## config.mk

```make
export PLATFORM = sky130hd
export DESIGN_NAME = object_spawn_scheduler
export DESIGN_NICKNAME = d
export VERILOG_FILES = /design/src/rtl/object_spawn_scheduler.sv
export SDC_FILE = /design/constraint.sdc
export NUM_CORES = 1
export LEC_CHECK = 0
export CAP_MARGIN = 0
export CORE_MARGIN = 3
export CORE_UTILIZATION = 45
export CTS_CLUSTER_SIZE = 40
export DETAILED_ROUTE_END_ITERATION = 8
export GPL_ROUTABILITY_DRIVEN = 0
export PLACE_DENSITY = 0.74
export RECOVER_POWER = 100
export SYNTH_ARGS = -nofsm -noshare
export SYNTH_HDL_FRONTEND = slang
export SYNTH_SLANG_ARGS = --single-unit
```

## constraint.sdc

```tcl
create_clock -name clk -period 2.2 [get_ports clk]
set_input_delay 0.33 -clock clk [delete_from_list [all_inputs] [get_ports clk]]
set_output_delay 0.33 -clock clk [all_outputs]
set_load 0.02 [all_outputs]
```

## src/rtl/object_spawn_scheduler.sv

```systemverilog
// Per-frame sweep of object bank slots 1..N-1: retires off-screen objects, scores them
// and spawns new ones at an LFSR-chosen column. Optional macro: DIFFICULTY_RAMP_EN.
module object_spawn_scheduler #(
  parameter int          OBJECT_BANK_SIZE = 16,
  parameter int          SCREEN_V         = 600,
  parameter int          SPAWN_H_RANGE    = 768,
  parameter int          SPAWN_INTERVAL   = 64,
  parameter logic [15:0] LFSR_SEED        = 16'hACE1
) (
  input  logic        clk,
  input  logic        rst_n,
  input  logic        frame_start,
  input  logic        game_over,
  output logic [3:0]  rd_addr,
  input  logic [26:0] rd_data,
  output logic        wr_en,
  output logic [3:0]  wr_addr,
  output logic [26:0] wr_data,
  output logic        busy,
  output logic [15:0] score,
  output logic        overrun
);

  localparam int          TW          = $clog2(SPAWN_INTERVAL + 1);
  localparam logic [3:0]  LAST_SLOT   = 4'(OBJECT_BANK_SIZE - 1);
  localparam logic [9:0]  RETIRE_V    = 10'(SCREEN_V);
  localparam logic [9:0]  H_RANGE     = 10'(SPAWN_H_RANGE);
  localparam logic [26:0] EXISTS_MASK = 27'h0100000;

  typedef enum logic [2:0] {IDLE, READ, CHECK, SPAWN, DONE} state_t;

  state_t        state_q, state_d;
  logic [3:0]    rd_addr_q, rd_addr_d;
  logic          wr_en_q, wr_en_d;
  logic [3:0]    wr_addr_q, wr_addr_d;
  logic [26:0]   wr_data_q, wr_data_d;
  logic          busy_q, busy_d;
  logic [15:0]   score_q, score_d;
  logic          overrun_q, overrun_d;
  logic [TW-1:0] spawn_timer_q, spawn_timer_d;
  logic [15:0]   lfsr_q, lfsr_d;
  logic [3:0]    free_slot_q, free_slot_d;
  logic          free_valid_q, free_valid_d;

  logic [TW-1:0] reload_val;
  logic          lfsr_fb;
  logic [9:0]    spawn_h;
  logic [26:0]   spawn_entry;

  assign lfsr_fb     = lfsr_q[0] ^ lfsr_q[2] ^ lfsr_q[3] ^ lfsr_q[5];
  assign spawn_h     = (lfsr_q[9:0] >= H_RANGE) ? (lfsr_q[9:0] - H_RANGE) : lfsr_q[9:0];
  assign spawn_entry = {lfsr_q[15], lfsr_q[14], lfsr_q[11:10], 2'b00, 1'b1, 10'd0, spawn_h};

`ifdef DIFFICULTY_RAMP_EN
  localparam logic [TW-1:0] INTERVAL_INIT  = TW'(SPAWN_INTERVAL);
  localparam logic [TW-1:0] INTERVAL_FLOOR = TW'(8);

  logic [TW-1:0] interval_q, interval_d;
  logic [2:0]    ramp_cnt_q, ramp_cnt_d;

  // Every eighth scored retirement shortens the spawn interval, down to the floor.
  always_comb begin
    interval_d = interval_q;
    ramp_cnt_d = ramp_cnt_q;
    if (score_d != score_q) begin
      ramp_cnt_d = ramp_cnt_q + 3'd1;
      if (ramp_cnt_q == 3'd7 && interval_q > INTERVAL_FLOOR) begin
        interval_d = interval_q - TW'(1);
      end
    end
  end

  always_ff @(posedge clk or negedge rst_n) begin
    if (!rst_n) begin
      interval_q <= INTERVAL_INIT;
      ramp_cnt_q <= 3'd0;
    end else begin
      interval_q <= interval_d;
      ramp_cnt_q <= ramp_cnt_d;
    end
  end

  assign reload_val = interval_q - TW'(1);
`else
  assign reload_val = TW'(SPAWN_INTERVAL - 1);
`endif

  always_comb begin
    state_d       = state_q;
    rd_addr_d     = rd_addr_q;
    wr_en_d       = 1'b0;
    wr_addr_d     = wr_addr_q;
    wr_data_d     = wr_data_q;
    score_d       = score_q;
    overrun_d     = overrun_q;
    spawn_timer_d = spawn_timer_q;
    lfsr_d        = {lfsr_fb, lfsr_q[15:1]};
    free_slot_d   = free_slot_q;
    free_valid_d  = free_valid_q;

    if (frame_start && busy_q) begin
      overrun_d = 1'b1;
    end

    case (state_q)
      IDLE, DONE: begin
        state_d = IDLE;
        if (state_q == DONE) begin
          rd_addr_d = 4'd0;
        end
        if (frame_start) begin
          rd_addr_d     = 4'd1;
          free_valid_d  = 1'b0;
          spawn_timer_d = (spawn_timer_q == '0) ? '0 : spawn_timer_q - TW'(1);
          state_d       = READ;
        end
      end
      READ: begin
        state_d = CHECK;
      end
      CHECK: begin
        // rd_addr_q still holds the slot whose entry is on rd_data this cycle.
        if (rd_data[20] && rd_data[19:10] >= RETIRE_V) begin
          wr_en_d   = 1'b1;
          wr_addr_d = rd_addr_q;
          wr_data_d = rd_data & ~EXISTS_MASK;
          if (!game_over && score_q != 16'hFFFF) begin
            score_d = score_q + 16'd1;
          end
        end else if (!rd_data[20] && !free_valid_q) begin
          free_slot_d  = rd_addr_q;
          free_valid_d = 1'b1;
        end
        if (rd_addr_q == LAST_SLOT) begin
          state_d = SPAWN;
        end else begin
          rd_addr_d = rd_addr_q + 4'd1;
          state_d   = READ;
        end
      end
      SPAWN: begin
        if (spawn_timer_q == '0 && free_valid_q && !game_over) begin
          wr_en_d       = 1'b1;
          wr_addr_d     = free_slot_q;
          wr_data_d     = spawn_entry;
          spawn_timer_d = reload_val;
        end
        state_d = DONE;
      end
      default: begin
        state_d = IDLE;
      end
    endcase

    busy_d = (state_d == READ) || (state_d == CHECK) || (state_d == SPAWN);
  end

  always_ff @(posedge clk or negedge rst_n) begin
    if (!rst_n) begin
      state_q       <= IDLE;
      rd_addr_q     <= 4'd0;
      wr_en_q       <= 1'b0;
      wr_addr_q     <= 4'd0;
      wr_data_q     <= 27'd0;
      busy_q        <= 1'b0;
      score_q       <= 16'd0;
      overrun_q     <= 1'b0;
      spawn_timer_q <= '0;
      lfsr_q        <= LFSR_SEED;
      free_slot_q   <= 4'd0;
      free_valid_q  <= 1'b0;
    end else begin
      state_q       <= state_d;
      rd_addr_q     <= rd_addr_d;
      wr_en_q       <= wr_en_d;
      wr_addr_q     <= wr_addr_d;
      wr_data_q     <= wr_data_d;
      busy_q        <= busy_d;
      score_q       <= score_d;
      overrun_q     <= overrun_d;
      spawn_timer_q <= spawn_timer_d;
      lfsr_q        <= lfsr_d;
      free_slot_q   <= free_slot_d;
      free_valid_q  <= free_valid_d;
    end
  end

  assign rd_addr = rd_addr_q;
  assign wr_en   = wr_en_q;
  assign wr_addr = wr_addr_q;
  assign wr_data = wr_data_q;
  assign busy    = busy_q;
  assign score   = score_q;
  assign overrun = overrun_q;

endmodule

```

==> results.sh <==
export IMPL_status="finished clean"
export IMPL_reg2reg_slack_ns=0.09
export IMPL_grt_max_degree=51
export IMPL_clockBufferDepth=2
export IMPL_die_w_um=96.6
export IMPL_firstDrtPassIters=4
export IMPL_max_freq_mhz=474
export IMPL_cts_tree="built"
export IMPL_numPortBuffers=84
export IMPL_final_nets=435
export IMPL_fin_crit_sh_pct=95.9
export IMPL_worstPathArrival_ns=2.35
export IMPL_worstMarginPinSlew_ns=1.21
export IMPL_cts_root_buffer="clkbuf_8"
export IMPL_vdd_ir_drop_max_v=0.000506
export IMPL_synth_seq_area_share_pct=57.8
export IMPL_ys_types=48
export IMPL_clk_pin_slew_ns=0.09
export IMPL_syn_area_per_cell_um2=12.5
export IMPL_grt_pass1_vias=2771
export IMPL_yosys_register_bits=85
export IMPL_place_area_um2=4770
export IMPL_via_count=2712
export IMPL_avgRoutedWirePerCell_um=16.6
export IMPL_drt_iter0_markers=76
export IMPL_rsz0062_at_grt="no"
export IMPL_route_antenna_remaining_nets=0
export IMPL_min_path_type="input port to async pin"
export IMPL_drive_above_1_share_pct=20.9
export IMPL_htreeDepth=3
export IMPL_drt_wl_total_um=8430
export IMPL_period_needed_ns=2.11
export IMPL_final_max_slew_viol_count=0
export IMPL_startpoint_type="flip-flop"
export IMPL_leakagePower_uw=0.00244
export IMPL_grt_pass1_wl_um=14000
export IMPL_synth_cells=296
export IMPL_hold_viol=0
export IMPL_finish_instance_area_um2=5040
export IMPL_finalSetupViolations=0
export IMPL_start_util_pct=47.1
export IMPL_p_per_area_nw_per_um2=1110
export IMPL_core_area_um2=7850
export IMPL_clock_latency_ns=0.35
export IMPL_antenna_found_initial=0
export IMPL_antenna_cells=0
export IMPL_areaGrowthSynthToFinish_pct=36.2
export IMPL_yosys_warnings=0
export IMPL_cts_sinks=85
export IMPL_dpl_hpwl_um=5880
export IMPL_placed_cells=487
export IMPL_max_slew_margin_pct=19.3
export IMPL_overflow=0
export IMPL_drc_errors=0
export IMPL_drv_cap=0
export IMPL_postCtsHoldBufs=0
export IMPL_track_usage_pct=18.5
export IMPL_async_reset_ff_share_pct=100
export IMPL_numCtsBuffers=9
export IMPL_die_h_um=96.6
export IMPL_syn_nets=330
export IMPL_end_kind="flip-flop"
export IMPL_timing_hold_ws_ns=0.212
export IMPL_vias_per_cell=5.34
export IMPL_synth_ff_type="dfrtp_1"
export IMPL_rows=32
export IMPL_synth_area_um2=3700
export IMPL_synth_edff_count=0
export IMPL_clock_skew_ns=0.00675
export IMPL_crit_type="flip-flop to flip-flop"
export IMPL_critPathRequiredTime_ns=2.44
export IMPL_top_level_ports=85
export IMPL_crit_fanout=9
export IMPL_dieArea_um2=9340
export IMPL_fin_cells=508
## path summary, 6_finish.rpt
check,startpoint,end,cells after the start
max reg2reg,spawn_timer_q[0]$_DFFE_PN0P_,wr_data[21]$_DFFE_PN0P_,8
min in group clk,lfsr_q[12]$_DFF_PN0_,lfsr_q[11]$_DFF_PN1_,0
min,rst_n,free_slot_q[2]$_DFFE_PN0P_,1
max,spawn_timer_q[0]$_DFFE_PN0P_,wr_data[21]$_DFFE_PN0P_,8
min reg2reg,lfsr_q[12]$_DFF_PN0_,lfsr_q[11]$_DFF_PN1_,0
max in group asynchronous,rst_n,wr_data[23]$_DFFE_PN0P_,2
## Yosys cell counts (2+ instances only)
master / number / area share, %
and4_1: 3 / 0.71
or4_1: 2 / 0.41
nand3_1: 8 / 1.1
o31ai_1: 4 / 0.81
xor2_1: 5 / 1.2
and3_1: 17 / 2.9
clkbuf_1: 7 / 0.71
xnor2_1: 12 / 2.8
nand2b_1: 3 / 0.51
and2_1: 3 / 0.51
inv_1: 7 / 0.71
dfstp_2: 8 / 5.7
mux2_2: 37 / 11
mux2i_1: 2 / 0.54
o22ai_1: 2 / 0.34
buf_2: 5 / 0.68
nor3_1: 5 / 0.68
a21o_1: 13 / 2.6
nor3b_1: 4 / 0.81
dfrtp_1: 77 / 52
ha_1: 3 / 1.0
nand2_1: 13 / 1.3
nand3b_1: 2 / 0.41
nand4_1: 11 / 1.9
a21oi_1: 7 / 0.95
nor2_1: 9 / 0.91
o21ai_0: 6 / 0.81
## through the flow
| stage | util, % | worst slack [ns] | power, uW | setup TNS (ns) |
|---|---|---|---|---|
| global placement | 60.8 | 0.0349 | 4460 | 0 |
| finish | 64.2 | 0.0893 | 5580 | 0 |
| floorplan | - | 0.134 | 3480 | 0 |
| detailed placement | 60.8 | -0.0594 | 4520 | -0.789 |
| global route | 64.2 | 0.00704 | 5910 | 0 |
| CTS | 63.4 | 0.0714 | 5670 | 0 |
## sequential cells by signal, indices dropped and copies added, names as in the netlist
signal and count:
wr_en 1, free_slot_q 4, score 16, rd_addr 4
free_valid_q 1, wr_data 27, overrun 1, busy 1
spawn_timer_q 7, wr_addr 4, state_q 3, lfsr_q 16
## power by group
group | leakage [uW] | switching [uW] | internal (uW)
combinational | 0.00125 | 1080 | 1070
sequential | 0.00108 | 295 | 1990
clock | 0.000103 | 608 | 543
## layout by cell type (no fill, tap or decap), types with 5 or more instances in the layout
cell type / synthesis / final
xor2_1: 5 / 5
nand3_1: 8 / 8
and3_1: 17 / 17
nor3_1: 5 / 5
buf_4: 0 / 12
nor2_1: 9 / 9
o21ai_0: 6 / 6
clkbuf_8: 0 / 9
inv_1: 7 / 5
nand4_1: 11 / 11
mux2_2: 37 / 37
dlygate4sd3_1: 0 / 55
clkdlybuf4s50_1: 0 / 28
a21oi_1: 7 / 6
dfstp_1: 0 / 5
xnor2_1: 12 / 12
a21o_1: 13 / 13
nand2_1: 13 / 13
dfrtp_1: 77 / 77
## final cells by class
type | count | area, um2
fillers | 644 | 2810
flip-flops and latches | 85 | 2140
multi-input cells | 192 | 1510
repair buffers | 106 | 1040
well taps | 102 | 128
clock buffers | 9 | 124
clock inverters | 7 | 80.1
inverters | 7 | 26.3
## per-layer routing
layer,GRT usage (%),vias to the layer above,part of all wire (%)
li1,-,1292,-
met1,26.8,1330,48
met2,27.6,81,46
met3,3.10,9,3.9
met4,7.45,0,1.5
met5,0,-,0
## critical path: stages, from the launching register on
cell and delay, ns:
dfrtp_1 0.42, inv_2 0.08, ha_4 0.12, or3b_4 0.41, nor4_4 0.31, a21oi_4 0.15, buf_12 0.19, buf_8 0.13
a21o_1 0.18
## kinds of logic (layout without fill, tap and decap cells)
family,Yosys count,in the layout,synth area share (%)
buffers and inverters,19,129,2.10
AOI/OAI and AO/OA,44,44,8.63
adders and majority gates,3,3,1.02
and+or+nand+nor,88,88,14.2
DFF,85,85,57.8
muxes,39,39,11.8
xor gates and xnor gates,18,18,4.47
## what timing repair did
item | CTS | global route
endpoints found under the setup margin | 0 | 9
resized for setup | 0 | 8
buffers inserted | 0 | 3
Power figures use the tool's default switching activity.
